File: src/rtl/ysyx_exu_trap_ctrl_if.sv
// Bundle between EXU commit, the machine CSR file and the IFU redirect path.
// The master side is the EXU/CSR environment; the slave side is the trap sequencer.
interface ysyx_exu_trap_ctrl_if #(
  parameter int XLEN = 32
);
  logic            in_valid;
  logic            in_ready;
  logic [2:0]      in_op;
  logic [XLEN-1:0] in_pc;
  logic            in_csr_wen;
  logic [11:0]     in_csr_addr;
  logic [XLEN-1:0] in_csr_wdata;
  logic            irq_timer;
  logic [XLEN-1:0] csr_mstatus_i;
  logic [XLEN-1:0] csr_mtvec_i;
  logic [XLEN-1:0] csr_mepc_i;
  logic            csr_wen_o;
  logic [11:0]     csr_waddr_o;
  logic [XLEN-1:0] csr_wdata_o;
  logic [11:0]     csr_waddr1_o;
  logic [XLEN-1:0] csr_wdata1_o;
  logic            redirect_o;
  logic [XLEN-1:0] redirect_pc_o;
  logic            busy_o;

  modport master (
    output in_valid, in_op, in_pc, in_csr_wen, in_csr_addr, in_csr_wdata,
           irq_timer, csr_mstatus_i, csr_mtvec_i, csr_mepc_i,
    input  in_ready, csr_wen_o, csr_waddr_o, csr_wdata_o, csr_waddr1_o,
           csr_wdata1_o, redirect_o, redirect_pc_o, busy_o
  );

  modport slave (
    input  in_valid, in_op, in_pc, in_csr_wen, in_csr_addr, in_csr_wdata,
           irq_timer, csr_mstatus_i, csr_mtvec_i, csr_mepc_i,
    output in_ready, csr_wen_o, csr_waddr_o, csr_wdata_o, csr_waddr1_o,
           csr_wdata1_o, redirect_o, redirect_pc_o, busy_o
  );
endinterface

File: src/rtl/ysyx_exu_trap_ctrl.sv
// Trap/CSR-write sequencer: owns the CSR file's two write ports, runs trap entry,
// mret and timer-interrupt sequences, and issues a single PC redirect to IFU.
module ysyx_exu_trap_ctrl #(
  parameter int          XLEN     = 32,
  parameter logic [11:0] CSR_NONE = 12'h000
) (
  input  logic                 clk,
  input  logic                 rst,
  ysyx_exu_trap_ctrl_if.slave  bus
);
  localparam logic [11:0] CSR_MSTATUS = 12'h300;
  localparam logic [11:0] CSR_MEPC    = 12'h341;
  localparam logic [11:0] CSR_MCAUSE  = 12'h342;

  typedef enum logic [2:0] {IDLE, SAVE, STAT, MRET, REDIR} state_t;

  state_t          state_reg;
  logic [XLEN-1:0] epc_reg;
  logic [XLEN-1:0] cause_reg;
  logic [XLEN-1:0] target_reg;

  logic            idle_ok;
  logic            accept;
  logic            irq_take;
  logic [XLEN-1:0] exc_cause;
  logic [XLEN-1:0] trap_base;
  logic [XLEN-1:0] trap_target;
  logic [XLEN-1:0] mstatus_trap;
  logic [XLEN-1:0] mstatus_mret;

  // in_ready is derived without going through accept to keep the handshake loop-free.
  assign idle_ok  = (state_reg == IDLE) && !rst;
  assign accept   = bus.in_valid && idle_ok;
  assign irq_take = bus.irq_timer && bus.csr_mstatus_i[3];

  always_comb begin
    exc_cause = XLEN'(2);
    case (bus.in_op)
      3'd1:    exc_cause = XLEN'(11);
      3'd2:    exc_cause = XLEN'(3);
      default: exc_cause = XLEN'(2);
    endcase
  end

  // Vectored mode only applies to interrupts; exceptions always land on the base.
  always_comb begin
    trap_base   = {bus.csr_mtvec_i[XLEN-1:2], 2'b00};
    trap_target = trap_base;
    if (bus.csr_mtvec_i[1:0] == 2'b01 && cause_reg[XLEN-1])
      trap_target = trap_base + {cause_reg[XLEN-3:0], 2'b00};
  end

  always_comb begin
    mstatus_trap        = bus.csr_mstatus_i;
    mstatus_trap[7]     = bus.csr_mstatus_i[3];
    mstatus_trap[3]     = 1'b0;
    mstatus_trap[12:11] = 2'b11;
    mstatus_mret        = bus.csr_mstatus_i;
    mstatus_mret[3]     = bus.csr_mstatus_i[7];
    mstatus_mret[7]     = 1'b1;
    mstatus_mret[12:11] = 2'b11;
  end

  always_ff @(posedge clk) begin
    if (rst) begin
      state_reg  <= IDLE;
      epc_reg    <= '0;
      cause_reg  <= '0;
      target_reg <= '0;
    end else begin
      case (state_reg)
        IDLE: begin
          if (accept) begin
            if (irq_take) begin
              epc_reg   <= bus.in_pc;
              cause_reg <= {1'b1, (XLEN-1)'(7)};
              state_reg <= SAVE;
            end else if (bus.in_op == 3'd3) begin
              state_reg <= MRET;
            end else if (bus.in_op != 3'd0) begin
              epc_reg   <= bus.in_pc;
              cause_reg <= exc_cause;
              state_reg <= SAVE;
            end
          end
        end
        SAVE: begin
          target_reg <= trap_target;
          state_reg  <= STAT;
        end
        STAT:  state_reg <= REDIR;
        MRET: begin
          target_reg <= bus.csr_mepc_i;
          state_reg  <= REDIR;
        end
        REDIR:   state_reg <= IDLE;
        default: state_reg <= IDLE;
      endcase
    end
  end

  always_comb begin
    bus.in_ready      = idle_ok;
    bus.busy_o        = (state_reg != IDLE) && !rst;
    bus.csr_wen_o     = 1'b0;
    bus.csr_waddr_o   = CSR_NONE;
    bus.csr_wdata_o   = '0;
    bus.csr_waddr1_o  = CSR_NONE;
    bus.csr_wdata1_o  = '0;
    bus.redirect_o    = 1'b0;
    bus.redirect_pc_o = '0;
    if (!rst) begin
      case (state_reg)
        IDLE: begin
          if (accept && !irq_take && bus.in_op == 3'd0 && bus.in_csr_wen) begin
            bus.csr_wen_o   = 1'b1;
            bus.csr_waddr_o = bus.in_csr_addr;
            bus.csr_wdata_o = bus.in_csr_wdata;
          end
        end
        SAVE: begin
          bus.csr_wen_o    = 1'b1;
          bus.csr_waddr_o  = CSR_MEPC;
          bus.csr_wdata_o  = epc_reg;
          bus.csr_waddr1_o = CSR_MCAUSE;
          bus.csr_wdata1_o = cause_reg;
        end
        STAT: begin
          bus.csr_wen_o   = 1'b1;
          bus.csr_waddr_o = CSR_MSTATUS;
          bus.csr_wdata_o = mstatus_trap;
        end
        MRET: begin
          bus.csr_wen_o   = 1'b1;
          bus.csr_waddr_o = CSR_MSTATUS;
          bus.csr_wdata_o = mstatus_mret;
        end
        REDIR: begin
          bus.redirect_o    = 1'b1;
          bus.redirect_pc_o = target_reg;
        end
        default: ;
      endcase
    end
  end
endmodule

File: src/flat_wrapper.sv
// flat-port wrapper written by rule: the top's interface ports become plain ports
module ysyx_exu_trap_ctrl_flat 
#(
  parameter int          XLEN     = 32,
  parameter logic [11:0] CSR_NONE = 12'h000
)
  (clk, rst, bus_in_valid, bus_in_op, bus_in_pc, bus_in_csr_wen, bus_in_csr_addr, bus_in_csr_wdata, bus_irq_timer, bus_csr_mstatus_i, bus_csr_mtvec_i, bus_csr_mepc_i, bus_in_ready, bus_csr_wen_o, bus_csr_waddr_o, bus_csr_wdata_o, bus_csr_waddr1_o, bus_csr_wdata1_o, bus_redirect_o, bus_redirect_pc_o, bus_busy_o);
  ysyx_exu_trap_ctrl_if #(.XLEN(XLEN)) bus_i ();
  input  logic clk;
  input  logic rst;
  input wire logic [$bits(bus_i.in_valid)-1:0] bus_in_valid;
  input wire logic [$bits(bus_i.in_op)-1:0] bus_in_op;
  input wire logic [$bits(bus_i.in_pc)-1:0] bus_in_pc;
  input wire logic [$bits(bus_i.in_csr_wen)-1:0] bus_in_csr_wen;
  input wire logic [$bits(bus_i.in_csr_addr)-1:0] bus_in_csr_addr;
  input wire logic [$bits(bus_i.in_csr_wdata)-1:0] bus_in_csr_wdata;
  input wire logic [$bits(bus_i.irq_timer)-1:0] bus_irq_timer;
  input wire logic [$bits(bus_i.csr_mstatus_i)-1:0] bus_csr_mstatus_i;
  input wire logic [$bits(bus_i.csr_mtvec_i)-1:0] bus_csr_mtvec_i;
  input wire logic [$bits(bus_i.csr_mepc_i)-1:0] bus_csr_mepc_i;
  output wire logic [$bits(bus_i.in_ready)-1:0] bus_in_ready;
  output wire logic [$bits(bus_i.csr_wen_o)-1:0] bus_csr_wen_o;
  output wire logic [$bits(bus_i.csr_waddr_o)-1:0] bus_csr_waddr_o;
  output wire logic [$bits(bus_i.csr_wdata_o)-1:0] bus_csr_wdata_o;
  output wire logic [$bits(bus_i.csr_waddr1_o)-1:0] bus_csr_waddr1_o;
  output wire logic [$bits(bus_i.csr_wdata1_o)-1:0] bus_csr_wdata1_o;
  output wire logic [$bits(bus_i.redirect_o)-1:0] bus_redirect_o;
  output wire logic [$bits(bus_i.redirect_pc_o)-1:0] bus_redirect_pc_o;
  output wire logic [$bits(bus_i.busy_o)-1:0] bus_busy_o;
  assign bus_i.in_valid = bus_in_valid;
  assign bus_i.in_op = bus_in_op;
  assign bus_i.in_pc = bus_in_pc;
  assign bus_i.in_csr_wen = bus_in_csr_wen;
  assign bus_i.in_csr_addr = bus_in_csr_addr;
  assign bus_i.in_csr_wdata = bus_in_csr_wdata;
  assign bus_i.irq_timer = bus_irq_timer;
  assign bus_i.csr_mstatus_i = bus_csr_mstatus_i;
  assign bus_i.csr_mtvec_i = bus_csr_mtvec_i;
  assign bus_i.csr_mepc_i = bus_csr_mepc_i;
  assign bus_in_ready = bus_i.in_ready;
  assign bus_csr_wen_o = bus_i.csr_wen_o;
  assign bus_csr_waddr_o = bus_i.csr_waddr_o;
  assign bus_csr_wdata_o = bus_i.csr_wdata_o;
  assign bus_csr_waddr1_o = bus_i.csr_waddr1_o;
  assign bus_csr_wdata1_o = bus_i.csr_wdata1_o;
  assign bus_redirect_o = bus_i.redirect_o;
  assign bus_redirect_pc_o = bus_i.redirect_pc_o;
  assign bus_busy_o = bus_i.busy_o;
  ysyx_exu_trap_ctrl #(.XLEN(XLEN), .CSR_NONE(CSR_NONE)) u_core (.clk(clk), .rst(rst), .bus(bus_i));
endmodule
File: config.mk
export PLATFORM = sky130hd
export DESIGN_NAME = ysyx_exu_trap_ctrl_flat
export DESIGN_NICKNAME = d
export VERILOG_FILES = /design/src/rtl/ysyx_exu_trap_ctrl_if.sv /design/src/rtl/ysyx_exu_trap_ctrl.sv /design/src/flat_wrapper.sv
export SDC_FILE = /design/constraint.sdc
export NUM_CORES = 1
export LEC_CHECK = 0
export BUFFER_PORTS_ARGS = -buffer_cell sky130_fd_sc_hd__clkbuf_2
export CORE_AREA = 2 2 169 88
export DETAILED_ROUTE_END_ITERATION = 8
export DIE_AREA = 0 0 171 90
export GPL_TIMING_DRIVEN = 0
export PLACE_DENSITY = 0.7
export SYNTH_ARGS = -nofsm -noshare
export SYNTH_HDL_FRONTEND = slang
export SYNTH_SLANG_ARGS = --single-unit
File: constraint.sdc
create_clock -name clk -period 2.2 [get_ports clk]
set_input_delay 0.55 -clock clk [delete_from_list [all_inputs] [get_ports clk]]
set_output_delay 0.55 -clock clk [all_outputs]
set_load 0.02 [all_outputs]
# Yosys cells after proc, flatten, opt, wreduce, memory -nomap -nowiden
# Cells that the tools add are included.
# totals
mem_bits_ro	0
latch_bits	0
inputBits	180
out_inout_bits	124
register_bits	99
memories	0
wordCells	67
ram_bits	0
# op_classes
bitwise	0
n_div	0
mul	0
shifts	0
n_mux	31
addsub	1
eq_ne	11
n_reduce_logical	20
order_cmp	0
# ops
cell	count
2-to-1 mux 32 bit	13
case mux 32 bit (4 select lines)	1
case mux 32 bit (2 select lines)	1
2-to-1 mux 12 bit	3
case mux 12 bit (3 select lines)	1
adder 32 bit	1
equality test 3 x 2 -> 1 bit (second input constant)	4
2-to-1 mux 3 bit	4
2-to-1 mux 10 bit	1
case mux 3 bit (3 select lines)	1
logical AND 1 bit	8
case mux 4 bit (2 select lines)	1
equality test 3 x 1 -> 1 bit (second input constant)	2
zero test 3 bit	2
nonzero test 3 bit	2
2-to-1 mux 1 bit	4
!= test 2 x 1 -> 1 bit (second input constant)	2
!= test 4 x 3 -> 1 bit (second input constant)	1
AND reduction 4 bit	1
nonzero test 2 bit	2
equality test 3 bit (second input constant)	1
OR reduction 3 bit	1
equality test 2 x 1 -> 1 bit (second input constant)	1
zero test 1 bit	2
other kinds (3)	3

# Logic depth before layout (Yosys ltp)
# depth
ltp_word	9
ltp_mapped	7
ltp_nobuf	7

# Worst setup path before layout
# No wires, ideal clock.
# synth_path
path_kind	input to output
start	in rst
end	out bus_csr_waddr_o[8]
path_buffers	2
required_time_ps	1650
path_slack_ps	-363
path_stages	7
arrival_time_ps	2013
path_cell_list	nor2_1 > and3_1 > and4_1 > clkbuf_1 > clkbuf_1 > nand2_1 > a21oi_1
# synth_between
elab_chain_len	9
# synth_rtl
element	line	source
from (decl)	flat_wrapper.sv:10	input logic rst;
zero test 1 bit	ysyx_exu_trap_ctrl.sv:32	assign idle_ok = (state_reg == IDLE) && !rst;
logical AND 1 bit	ysyx_exu_trap_ctrl.sv:32	
logical AND 1 bit	ysyx_exu_trap_ctrl.sv:33	assign accept = bus.in_valid && idle_ok;
logical AND 1 bit (3 in a row)	ysyx_exu_trap_ctrl.sv:115	if (accept && !irq_take && bus.in_op == 3'd0 && bus.in_csr_wen) begin
2-to-1 mux 12 bit	ysyx_exu_trap_ctrl.sv:115	
case mux 12 bit (3 select lines)	ysyx_exu_trap_ctrl.sv:113	case (state_reg)
2-to-1 mux 12 bit (*)	ysyx_exu_trap_ctrl.sv:112	if (!rst) begin
to (decl)	flat_wrapper.sv:23	output wire logic [$bits(bus_i.csr_waddr_o)-1:0] bus_csr_waddr_o;
# Mark *: on every way between the ends. The rest lies on a longest branch, timed or not.

# Worst setup path after layout
# layout_path
start	in rst
end	out bus_redirect_pc_o[7]
# layout_between
elab_chain_len	1
# layout_rtl
element	line	source
2-to-1 mux 32 bit	ysyx_exu_trap_ctrl.sv:112	
to (decl)	flat_wrapper.sv:28	output wire logic [$bits(bus_i.redirect_pc_o)-1:0] bus_redirect_pc_o;
# No other way between the ends.

==> flow_metrics.tcl <==
set metrics [dict create \
    synth_cells 652 \
    cts.clk_slew.worst_paths_ns 0.07 \
    crit_type "input port to output port" \
    place_inst 1150 \
    cts.sinks 71 \
    multiInputGateArea_um2 3290 \
    dieArea_um2 15400 \
    area_growth_pct 66.7 \
    crit_fanout 10 \
    insertion_delay_ns 0.34 \
    ios 304 \
    total_power_mw 3.84 \
    fin_crit_sh_pct 118 \
    synth_edf_count 0 \
    port-buffer-count 266 \
    start_util_pct 34.0 \
    cp.arrival_ns 2.04 \
    wl_um 22100 \
    grt_remaining_overflow 0 \
    hp-start "bus_in_pc[18]" \
    ant_nets 0 \
    regArea_um2 1440 \
    combPwrFrac_pct 26.6 \
    crit_required_ns 1.65 \
    rr_startpoint "u_core.cause_reg[0]" \
    routedWlPerCell_um 18.4 \
    drt_iter0_drc 603 \
    worst_ir_drop_vdd_mv 0.303 \
    hp-class "input port to flop" \
    drv_cap 0 \
    rsz0062_at_grt "yes" \
    crit_start "rst" \
    slew_headroom_pct 51.1 \
    r2r_setup_slack_ns -0.03 \
    seqPwrFrac_pct 36.4 \
    setup_tns_ns -22.83 \
    setup_violations 82 \
    via_per_inst 5.21 \
    ys.warnings.count 0 \
    netlist_top_cells_count "nand2_1, dfxtp_1, a21oi_1" \
    synth-async-reset-ratio_pct 0 \
    worstMarginPinSlew_ns 0.734 \
    slowest_stage "and3_2" \
    fin_crit_ns 2.59 \
    clock_path_buffers 2 \
    grt_antenna_before_repair 1 \
    htreeDepth 3 \
    finish.utilization_pct 56.7 \
    track_usage_pct 27.1 \
    root_buffer "clkbuf_16" \
    clockPowerShare_pct 37.0 \
    grt_pass1_wl_um 32100 \
    synth.most_common_cell "nand2_1" \
    vias 6247 \
    path_common_cell "clkbuf_2" \
    grt_max_degree 14 \
    rows 31 \
    num-fill-cells 1295 \
    start_kind "input port" \
    synth_area_leaders "dfxtp_1, nand2_1, a21oi_1" \
    crit_chain "clkbuf_4 > inv_1 > and3_2 > clkbuf_2 > and2_1 > clkbuf_2" \
    diodes 0 \
    stdcell_count 1200 \
    failed_checks "setup timing" \
    cts_made_buffers 9 \
    p_int_mw 2.60 \
    reg2regPathDepth 9 \
    hold_violations 0 \
    hold_depth 3 \
    layout.nets 1182 \
    fin_ws_ns -0.386 \
    grt_pass1_vias 5891 \
    power.share.switching_pct 32.3 \
    fmax_mhz 387 \
    powerDensity_nw_per_um2 482 \
    yosysTopAreaCell "dfxtp_1" \
    cts_tree "built" \
    cpPeakStageDelay_ns 0.38 \
    p_leak_nw 3.61 \
    place_hpwl_um 16500 \
    status "complete, but fails checks" \
    fin_worst_skew_ns 0.00968 \
    drt_first_pass_iters 6 \
    critPathCaptureType "output port" \
    synth.distinct_cells 61 \
    routabilityCongestion 0.890 \
    synth_seq_area_share_pct 29.8 \
    drive_gt1_share_pct 47.8 \
    drv_slew 0 \
    drc 0 \
    p_sw_mw 1.24 \
    holdPathEnd "u_core.epc_reg[18]" \
    ys_ff_latch 71 \
    synth_ff_type "dfxtp_1" \
    die_y_um 90 \
    syn-mean-instance-area_um2 7.32 \
    place_ws_ns -0.883 \
    holdBufCountCts 0 \
    die_x_um 171 \
    synth_area_um2 4770 \
    synth_top_area_share_pct 29.8 \
    timing.rr.end "u_core.target_reg[30]" \
    coreArea_um2 14000 \
]
## power by group through the flow
stage / Clock (mW) / Sequential [mW] / Combinational (mW)
2_1_floorplan: 0 / 1.41 / 0.487
3_3_place_gp: 0 / 1.42 / 0.824
3_5_place_dp: 0 / 1.42 / 0.833
4_1_cts: 1.42 / 1.39 / 0.910
5_1_grt: 1.48 / 1.40 / 1.10
6_report: 1.42 / 1.40 / 1.02
## repair_timing
action                                  4_1_cts  5_1_grt
pin swaps                                    13       22
resized for setup                            95      159
cloned                                        3        2
buffers inserted                             15       18
endpoints found under the setup margin      105      109
## cell type report
class | instances | share of cell area [%]
Multi-Input combinational cell | 515 | 41.4
Sequential cell | 71 | 18.1
Inverter | 9 | 0.535
Clock buffer | 10 | 3.00
Buffer | 88 | 9.39
Timing Repair Buffer | 303 | 24.0
Clock inverter | 6 | 0.550
Tap cell | 198 | 3.11
## worst max path at each step
stage / endpoint / slack (ns) / depth (start not counted)
after floorplan: bus_csr_wdata_o[12] / -0.04 / 5
after global placement: bus_csr_wdata_o[7] / -0.82 / 6
after detailed placement: bus_csr_wdata_o[7] / -0.88 / 6
after CTS: bus_csr_wdata_o[13] / -0.38 / 8
after global routing: bus_csr_wdata_o[6] / -0.45 / 8
final: bus_redirect_pc_o[7] / -0.39 / 6
## cells by family (layout without fill, tap and decap cells)
kind of cell,count (synthesis),count (layout),synth area share (%)
AOI/OAI and AO/OA,166,166,23.7
xor gates and xnor gates,12,12,2.20
adders and majority gates,5,5,1.47
buffers and inverters,100,416,11.6
DFF,71,71,29.8
muxes,1,1,0.210
other,1,35,0.0786
and+or+nand+nor,296,296,31.0
## per-layer routing
metal / up-vias / wire length (um) / global-route usage (%) / part of all wire, %
met2: 375 / 9560 / 41.3 / 43
li1: 2980 / - / - / -
met1: 2861 / 9750 / 38.1 / 44
met5: - / 0 / 0 / 0
met3: 31 / 2390 / 6.65 / 11
met4: 0 / 357 / 7.13 / 1.6
## placed cells by master (no fill, tap or decap), types with 28 or more instances in the layout
master,count
clkbuf_2,225
nand2_1,97
buf_4,75
dfxtp_1,67
a21oi_1,56
and2_1,35
conb_1,35
buf_6,30
a222oi_1,28
nor2_2,28
## worst max-delay path, delay by kind of cell
kind / cells / cell delay [ns]
buf+inv: 4 / 0.91
simple gates: 2 / 0.56
## metrics by stage
stage          hold slack, ns  cell area, um2
3_5_place_dp            0.439            6630
6_report                0.418            7960
3_3_place_gp            0.437            6630
2_1_floorplan           0.427            5050
5_1_grt                 0.423            7960
4_1_cts                 0.415            7410
Power figures use the tool's default switching activity.
